==> src/rtl/program_loader_if.sv <==
// Byte-stream and instruction-memory write signals of the program loader.
// master = stream source / memory side, slave = the loader itself.
interface program_loader_if;
  logic        start_i;
  logic [7:0]  byte_in_i;
  logic        byte_valid_i;
  logic        byte_ready_o;
  logic [15:0] data_out_o;
  logic [7:0]  inst_add_o;
  logic        instruction_wenable_o;
  logic        cpu_hold_o;
  logic        load_done_o;
  logic        load_error_o;

  modport master (
    output start_i, byte_in_i, byte_valid_i,
    input  byte_ready_o, data_out_o, inst_add_o, instruction_wenable_o,
           cpu_hold_o, load_done_o, load_error_o
  );

  modport slave (
    input  start_i, byte_in_i, byte_valid_i,
    output byte_ready_o, data_out_o, inst_add_o, instruction_wenable_o,
           cpu_hold_o, load_done_o, load_error_o
  );
endinterface

==> src/rtl/program_loader.sv <==
// Loads a count-prefixed stream of 16-bit words into instruction memory while holding the CPU.
// Optional trailing XOR checksum byte enabled by defining PROGRAM_LOADER_CHECKSUM_EN.
//
// state  | meaning
// IDLE   | waiting for start, CPU runs
// COUNT  | accept word count byte (0 = 256 words)
// HI     | accept high byte of next word
// LO     | accept low byte of next word
// WRITE  | one-cycle memory write strobe, advance address
// CHK    | accept checksum byte (checksum build only)
// DONE   | one-cycle completion pulse
module program_loader #(
  parameter logic [7:0] BASE_ADDR = 8'h00
) (
  input logic             clk,
  input logic             rst,
  program_loader_if.slave bus
);

  typedef enum logic [2:0] {
    ST_IDLE  = 3'd0,
    ST_COUNT = 3'd1,
    ST_HI    = 3'd2,
    ST_LO    = 3'd3,
    ST_WRITE = 3'd4,
`ifdef PROGRAM_LOADER_CHECKSUM_EN
    ST_CHK   = 3'd5,
`endif
    ST_DONE  = 3'd6
  } state_t;

  state_t      state_q, state_d;
  logic [8:0]  remaining_q, remaining_d;
  logic [7:0]  addr_q, addr_d;
  logic [15:0] data_q, data_d;
  logic        ready_c, wen_c, hold_c, done_c;
`ifdef PROGRAM_LOADER_CHECKSUM_EN
  logic [7:0]  csum_q, csum_d;
  logic        err_q, err_d;
`endif

  always_ff @(posedge clk) begin
    if (rst) begin
      state_q     <= ST_IDLE;
      remaining_q <= '0;
      addr_q      <= BASE_ADDR;
      data_q      <= '0;
`ifdef PROGRAM_LOADER_CHECKSUM_EN
      csum_q      <= '0;
      err_q       <= 1'b0;
`endif
    end else begin
      state_q     <= state_d;
      remaining_q <= remaining_d;
      addr_q      <= addr_d;
      data_q      <= data_d;
`ifdef PROGRAM_LOADER_CHECKSUM_EN
      csum_q      <= csum_d;
      err_q       <= err_d;
`endif
    end
  end

  always_comb begin
    state_d     = state_q;
    remaining_d = remaining_q;
    addr_d      = addr_q;
    data_d      = data_q;
    ready_c     = 1'b0;
    wen_c       = 1'b0;
    hold_c      = 1'b1;
    done_c      = 1'b0;
`ifdef PROGRAM_LOADER_CHECKSUM_EN
    csum_d      = csum_q;
    err_d       = err_q;
`endif
    case (state_q)
      ST_IDLE: begin
        hold_c = 1'b0;
        if (bus.start_i) begin
          state_d = ST_COUNT;
`ifdef PROGRAM_LOADER_CHECKSUM_EN
          csum_d  = '0;
          err_d   = 1'b0;
`endif
        end
      end
      ST_COUNT: begin
        ready_c = 1'b1;
        if (bus.byte_valid_i) begin
          // A zero count byte encodes a full 256-word image.
          remaining_d = (bus.byte_in_i == 8'h00) ? 9'd256 : {1'b0, bus.byte_in_i};
          addr_d      = BASE_ADDR;
          state_d     = ST_HI;
        end
      end
      ST_HI: begin
        ready_c = 1'b1;
        if (bus.byte_valid_i) begin
          data_d[15:8] = bus.byte_in_i;
`ifdef PROGRAM_LOADER_CHECKSUM_EN
          csum_d       = csum_q ^ bus.byte_in_i;
`endif
          state_d      = ST_LO;
        end
      end
      ST_LO: begin
        ready_c = 1'b1;
        if (bus.byte_valid_i) begin
          data_d[7:0] = bus.byte_in_i;
`ifdef PROGRAM_LOADER_CHECKSUM_EN
          csum_d      = csum_q ^ bus.byte_in_i;
`endif
          state_d     = ST_WRITE;
        end
      end
      ST_WRITE: begin
        wen_c       = 1'b1;
        addr_d      = addr_q + 8'd1;
        remaining_d = remaining_q - 9'd1;
        if (remaining_q == 9'd1) begin
`ifdef PROGRAM_LOADER_CHECKSUM_EN
          state_d = ST_CHK;
`else
          state_d = ST_DONE;
`endif
        end else begin
          state_d = ST_HI;
        end
      end
`ifdef PROGRAM_LOADER_CHECKSUM_EN
      ST_CHK: begin
        ready_c = 1'b1;
        if (bus.byte_valid_i) begin
          if (bus.byte_in_i != csum_q) err_d = 1'b1;
          state_d = ST_DONE;
        end
      end
`endif
      ST_DONE: begin
        done_c  = 1'b1;
        state_d = ST_IDLE;
      end
      default: begin
        hold_c  = 1'b0;
        state_d = ST_IDLE;
      end
    endcase
  end

  assign bus.byte_ready_o          = ready_c;
  assign bus.instruction_wenable_o = wen_c;
  assign bus.cpu_hold_o            = hold_c;
  assign bus.load_done_o           = done_c;
  assign bus.data_out_o            = data_q;
  assign bus.inst_add_o            = addr_q;
`ifdef PROGRAM_LOADER_CHECKSUM_EN
  assign bus.load_error_o          = err_q;
`else
  assign bus.load_error_o          = 1'b0;
`endif

endmodule

==> src/flat_wrapper.sv <==
// flat-port wrapper written by rule: the top's interface ports become plain ports
module program_loader_flat 
#(
  parameter logic [7:0] BASE_ADDR = 8'h00
)
  (clk, rst, bus_start_i, bus_byte_in_i, bus_byte_valid_i, bus_byte_ready_o, bus_data_out_o, bus_inst_add_o, bus_instruction_wenable_o, bus_cpu_hold_o, bus_load_done_o, bus_load_error_o);
  program_loader_if bus_i ();
  input logic clk;
  input logic rst;
  input wire logic [$bits(bus_i.start_i)-1:0] bus_start_i;
  input wire logic [$bits(bus_i.byte_in_i)-1:0] bus_byte_in_i;
  input wire logic [$bits(bus_i.byte_valid_i)-1:0] bus_byte_valid_i;
  output wire logic [$bits(bus_i.byte_ready_o)-1:0] bus_byte_ready_o;
  output wire logic [$bits(bus_i.data_out_o)-1:0] bus_data_out_o;
  output wire logic [$bits(bus_i.inst_add_o)-1:0] bus_inst_add_o;
  output wire logic [$bits(bus_i.instruction_wenable_o)-1:0] bus_instruction_wenable_o;
  output wire logic [$bits(bus_i.cpu_hold_o)-1:0] bus_cpu_hold_o;
  output wire logic [$bits(bus_i.load_done_o)-1:0] bus_load_done_o;
  output wire logic [$bits(bus_i.load_error_o)-1:0] bus_load_error_o;
  assign bus_i.start_i = bus_start_i;
  assign bus_i.byte_in_i = bus_byte_in_i;
  assign bus_i.byte_valid_i = bus_byte_valid_i;
  assign bus_byte_ready_o = bus_i.byte_ready_o;
  assign bus_data_out_o = bus_i.data_out_o;
  assign bus_inst_add_o = bus_i.inst_add_o;
  assign bus_instruction_wenable_o = bus_i.instruction_wenable_o;
  assign bus_cpu_hold_o = bus_i.cpu_hold_o;
  assign bus_load_done_o = bus_i.load_done_o;
  assign bus_load_error_o = bus_i.load_error_o;
  program_loader #(.BASE_ADDR(BASE_ADDR)) u_core (.clk(clk), .rst(rst), .bus(bus_i));
endmodule
==> config.mk <==
export PLATFORM = sky130hd
export DESIGN_NAME = program_loader_flat
export DESIGN_NICKNAME = d
export VERILOG_FILES = /design/src/rtl/program_loader_if.sv /design/src/rtl/program_loader.sv /design/src/flat_wrapper.sv
export SDC_FILE = /design/constraint.sdc
export NUM_CORES = 1
export LEC_CHECK = 0
export ABC_AREA = 1
export BUFFER_PORTS_ARGS = -buffer_cell sky130_fd_sc_hd__buf_4
export CAP_MARGIN = 20
export CORE_MARGIN = 2
export CORE_UTILIZATION = 45
export CTS_BUF_LIST = sky130_fd_sc_hd__clkbuf_4
export DETAILED_ROUTE_END_ITERATION = 16
export GPL_TIMING_DRIVEN = 0
export PLACE_DENSITY = 0.8
export SKIP_CTS_REPAIR_TIMING = 1
export SLEW_MARGIN = 10
export SYNTH_ARGS = -nofsm -noshare
export SYNTH_HDL_FRONTEND = slang
export SYNTH_SLANG_ARGS = --single-unit
==> constraint.sdc <==
create_clock -name clk -period 1.97 [get_ports clk]
set_clock_uncertainty 0.2 [all_clocks]
set_input_delay 0.0985 -clock clk [delete_from_list [all_inputs] [get_ports clk]]
set_output_delay 0.0985 -clock clk [all_outputs]
set_load 0.05 [all_outputs]
==> out/results.ini <==
[run_status]
status = complete, no violations

[synthesis]
synthesis.area_um2 = 1780
syn-num-nets = 272
ys_warn_count = 0
synth_cells = 257
syn_area_per_cell_um2 = 6.94
synth_cell_type_count = 26
ys_seq_area_frac = 0.404
ys_ff_latch = 36

[clock_tree]
clock-root-buffer = clkbuf_4
tritoncts = built
clock_sinks = 36
clk_latency_ns = 0.35
cts_made_buffers = 5
clockBufferDepth = 2
htree_levels = 2
clk_pin_slew_ns = 0.12

[sta]
finalCriticalPeriod_ns = 1.87
fin_tns_setup_ns = 0
worst_hold_slack_ns = 0.0242
max_freq_ghz = 0.536
final-hold-violation-count = 0
rsz0062_at_grt = false
setup_violations = 0
min_period_over_period = 0.948
slew_viol_final = 0

[worst_setup_path]
critPathSlowestCell = dfxtp_1
cp_max_fo = 10
crit_path_end_kind = output pin
crit_path_max_incr_delay_ns = 0.38
cp.arrival_ns = 1.57
path_common_cell = buf_4
crit_chain = nor2_2, nand2_1, inv_1, buf_4, buf_4
path_class = reg -> out
critPathRequiredTime_ns = 1.67
critPathLaunchType = flop

[drt]
postRouteWirelength_mm = 4.81
dr.pass1.iters = 4
drc = 0
wire_per_inst_um = 13.3
drt_iter0_markers = 110
vias_per_cell = 5.23
ant_nets = 0
vias = 1889

[final_layout]
diodes = 0
n_fill_cell = 361
syn2layout_area_growth_pct = 28.4
drive_gt1_frac = 0.201
fin_util = 0.612
nNetsFinal = 327

[grt]
antenna_found_initial = 0
first_global_vias = 1587
grt.overflow.total = 0
grt_max_degree = 12
track_usage = 0.218
grt_pass1_wl_mm = 7.32

[floorplanning]
io_pins = 41
row_count = 22
dieArea_um2 = 4480
die_w_um = 66.9
start_util = 0.476
dieHeight_um = 66.9
core_area_um2 = 3740

[worst_hold_path]
hp-class = in -> reg

[pwr]
p_per_area_nw_per_um2 = 1080
vdd_ir_drop_max_mv = 0.462
p_leak_nw = 0.953
power_w = 0.00247

[placement]
gp_routability_congestion = 0.896
dp_hpwl_mm = 3.29
portBuffers = 38

[run]
drv_cap = 0

area by class of cell:
cell class	count	area (µm²)	area share
clock inverters	1	8.76	0.00383
clock buffers	7	52.6	0.0230
multi-input cells	183	888	0.388
flip-flops and latches	36	721	0.315
inverters	26	97.6	0.0426
well taps	48	60.1	0.0262
repair buffers	48	385	0.168
plain buffers	12	76.3	0.0333
worst max-delay path: cells and delay by family, from the launching register on:
kind / cells / cell delay (ns)
buffers and inverters: 3 / 0.53
and+or+nand+nor: 2 / 0.30
DFF: 1 / 0.38
cells by family after synthesis:
logic type               after synthesis  synth area share
AND/OR/NAND/NOR                      122             0.307
AO/OA/AOI/OAI                         57             0.168
buffers and inverters                 38            0.0975
flip-flops                            36             0.404
adder cells (fa/ha/maj)                3            0.0211
other                                  1           0.00210
cell usage after synthesis:
cell,n,area share
inv_1,23,0.048
nand3_2,1,0.0056
nand2_1,52,0.11
o21bai_1,2,0.0084
a211oi_1,1,0.0042
nand2_4,1,0.0063
conb_1,1,0.0021
buf_4,6,0.025
o21ai_0,19,0.053
o211ai_1,2,0.0084
nand4_1,3,0.011
a31oi_1,2,0.0070
dfxtp_1,36,0.40
buf_2,1,0.0028
nand2_2,1,0.0035
nand3_1,31,0.087
inv_2,3,0.0063
nor2_1,24,0.051
clkbuf_1,4,0.0084
nor3_4,1,0.0091
ha_1,3,0.021
nor3_1,5,0.014
or2_1,1,0.0035
nor2_2,2,0.0070
a21oi_1,31,0.087
buf_6,1,0.0063
worst paths after layout:
check / start / endpoint / slack, ns / cells past startpoint
worst min register to register: u_core.bus.data_out_o[10]$_SDFFE_PP0P_ / u_core.bus.data_out_o[10]$_SDFFE_PP0P_ / 0.26 / 2
worst max-delay path: u_core.state_q[0]$_SDFFE_PP0P_ / bus_instruction_wenable_o / 0.10 / 5
worst max register to register: u_core.state_q[2]$_SDFFE_PP0P_ / u_core.bus.data_out_o[14]$_SDFFE_PP0P_ / 0.29 / 6
worst min-delay path: bus_byte_valid_i / u_core.bus.data_out_o[10]$_SDFFE_PP0P_ / 0.02 / 4
placed cells by master (no fill, tap or decap), types with 2 or more instances in the layout:
cell	instances
dfxtp_1	36
o21ai_0	19
ha_1	3
a21oi_1	31
inv_2	3
clkbuf_4	7
dlygate4sd3_1	10
o21bai_1	2
nor2_2	2
nor3_1	5
o211ai_1	2
clkbuf_1	4
nand4_1	3
buf_4	44
nand3_1	31
nand2_1	52
a31oi_1	2
nor2_1	24
inv_1	23
flip-flops by register name (all words and copies together), names as in the netlist:
| signal | count |
|---|---|
| u_core.bus.inst_add_o | 8 |
| u_core.bus.data_out_o | 16 |
| u_core.remaining_q | 9 |
| u_core.state_q | 3 |
through the flow:
stage          instances  instance area, µm²  setup slack (ns)
2_1_floorplan        257                1780             0.117
3_3_place_gp         343                2130             0.423
3_5_place_dp         343                2130             0.410
4_1_cts              351                2190            0.0999
5_1_grt              361                2290            0.0224
6_report             361                2290             0.103
metal layers:
layer | routed length, µm | global-route usage | up-vias
li1 | - | - | 958
met1 | 2090 | 0.289 | 864
met2 | 2320 | 0.348 | 60
met3 | 330 | 0.0557 | 7
met4 | 68 | 0.0612 | 0
met5 | 0 | 0 | -
report_power, final:
group          internal [W]  leakage [nW]  switching (W)  total, W
Clock              0.000171        0.0363       0.000254  0.000425
Sequential         0.000835         0.292      0.0000874  0.000923
Combinational      0.000352         0.625       0.000773   0.00112
Total               0.00136         0.953        0.00111   0.00247
Power figures use the tool's default switching activity.
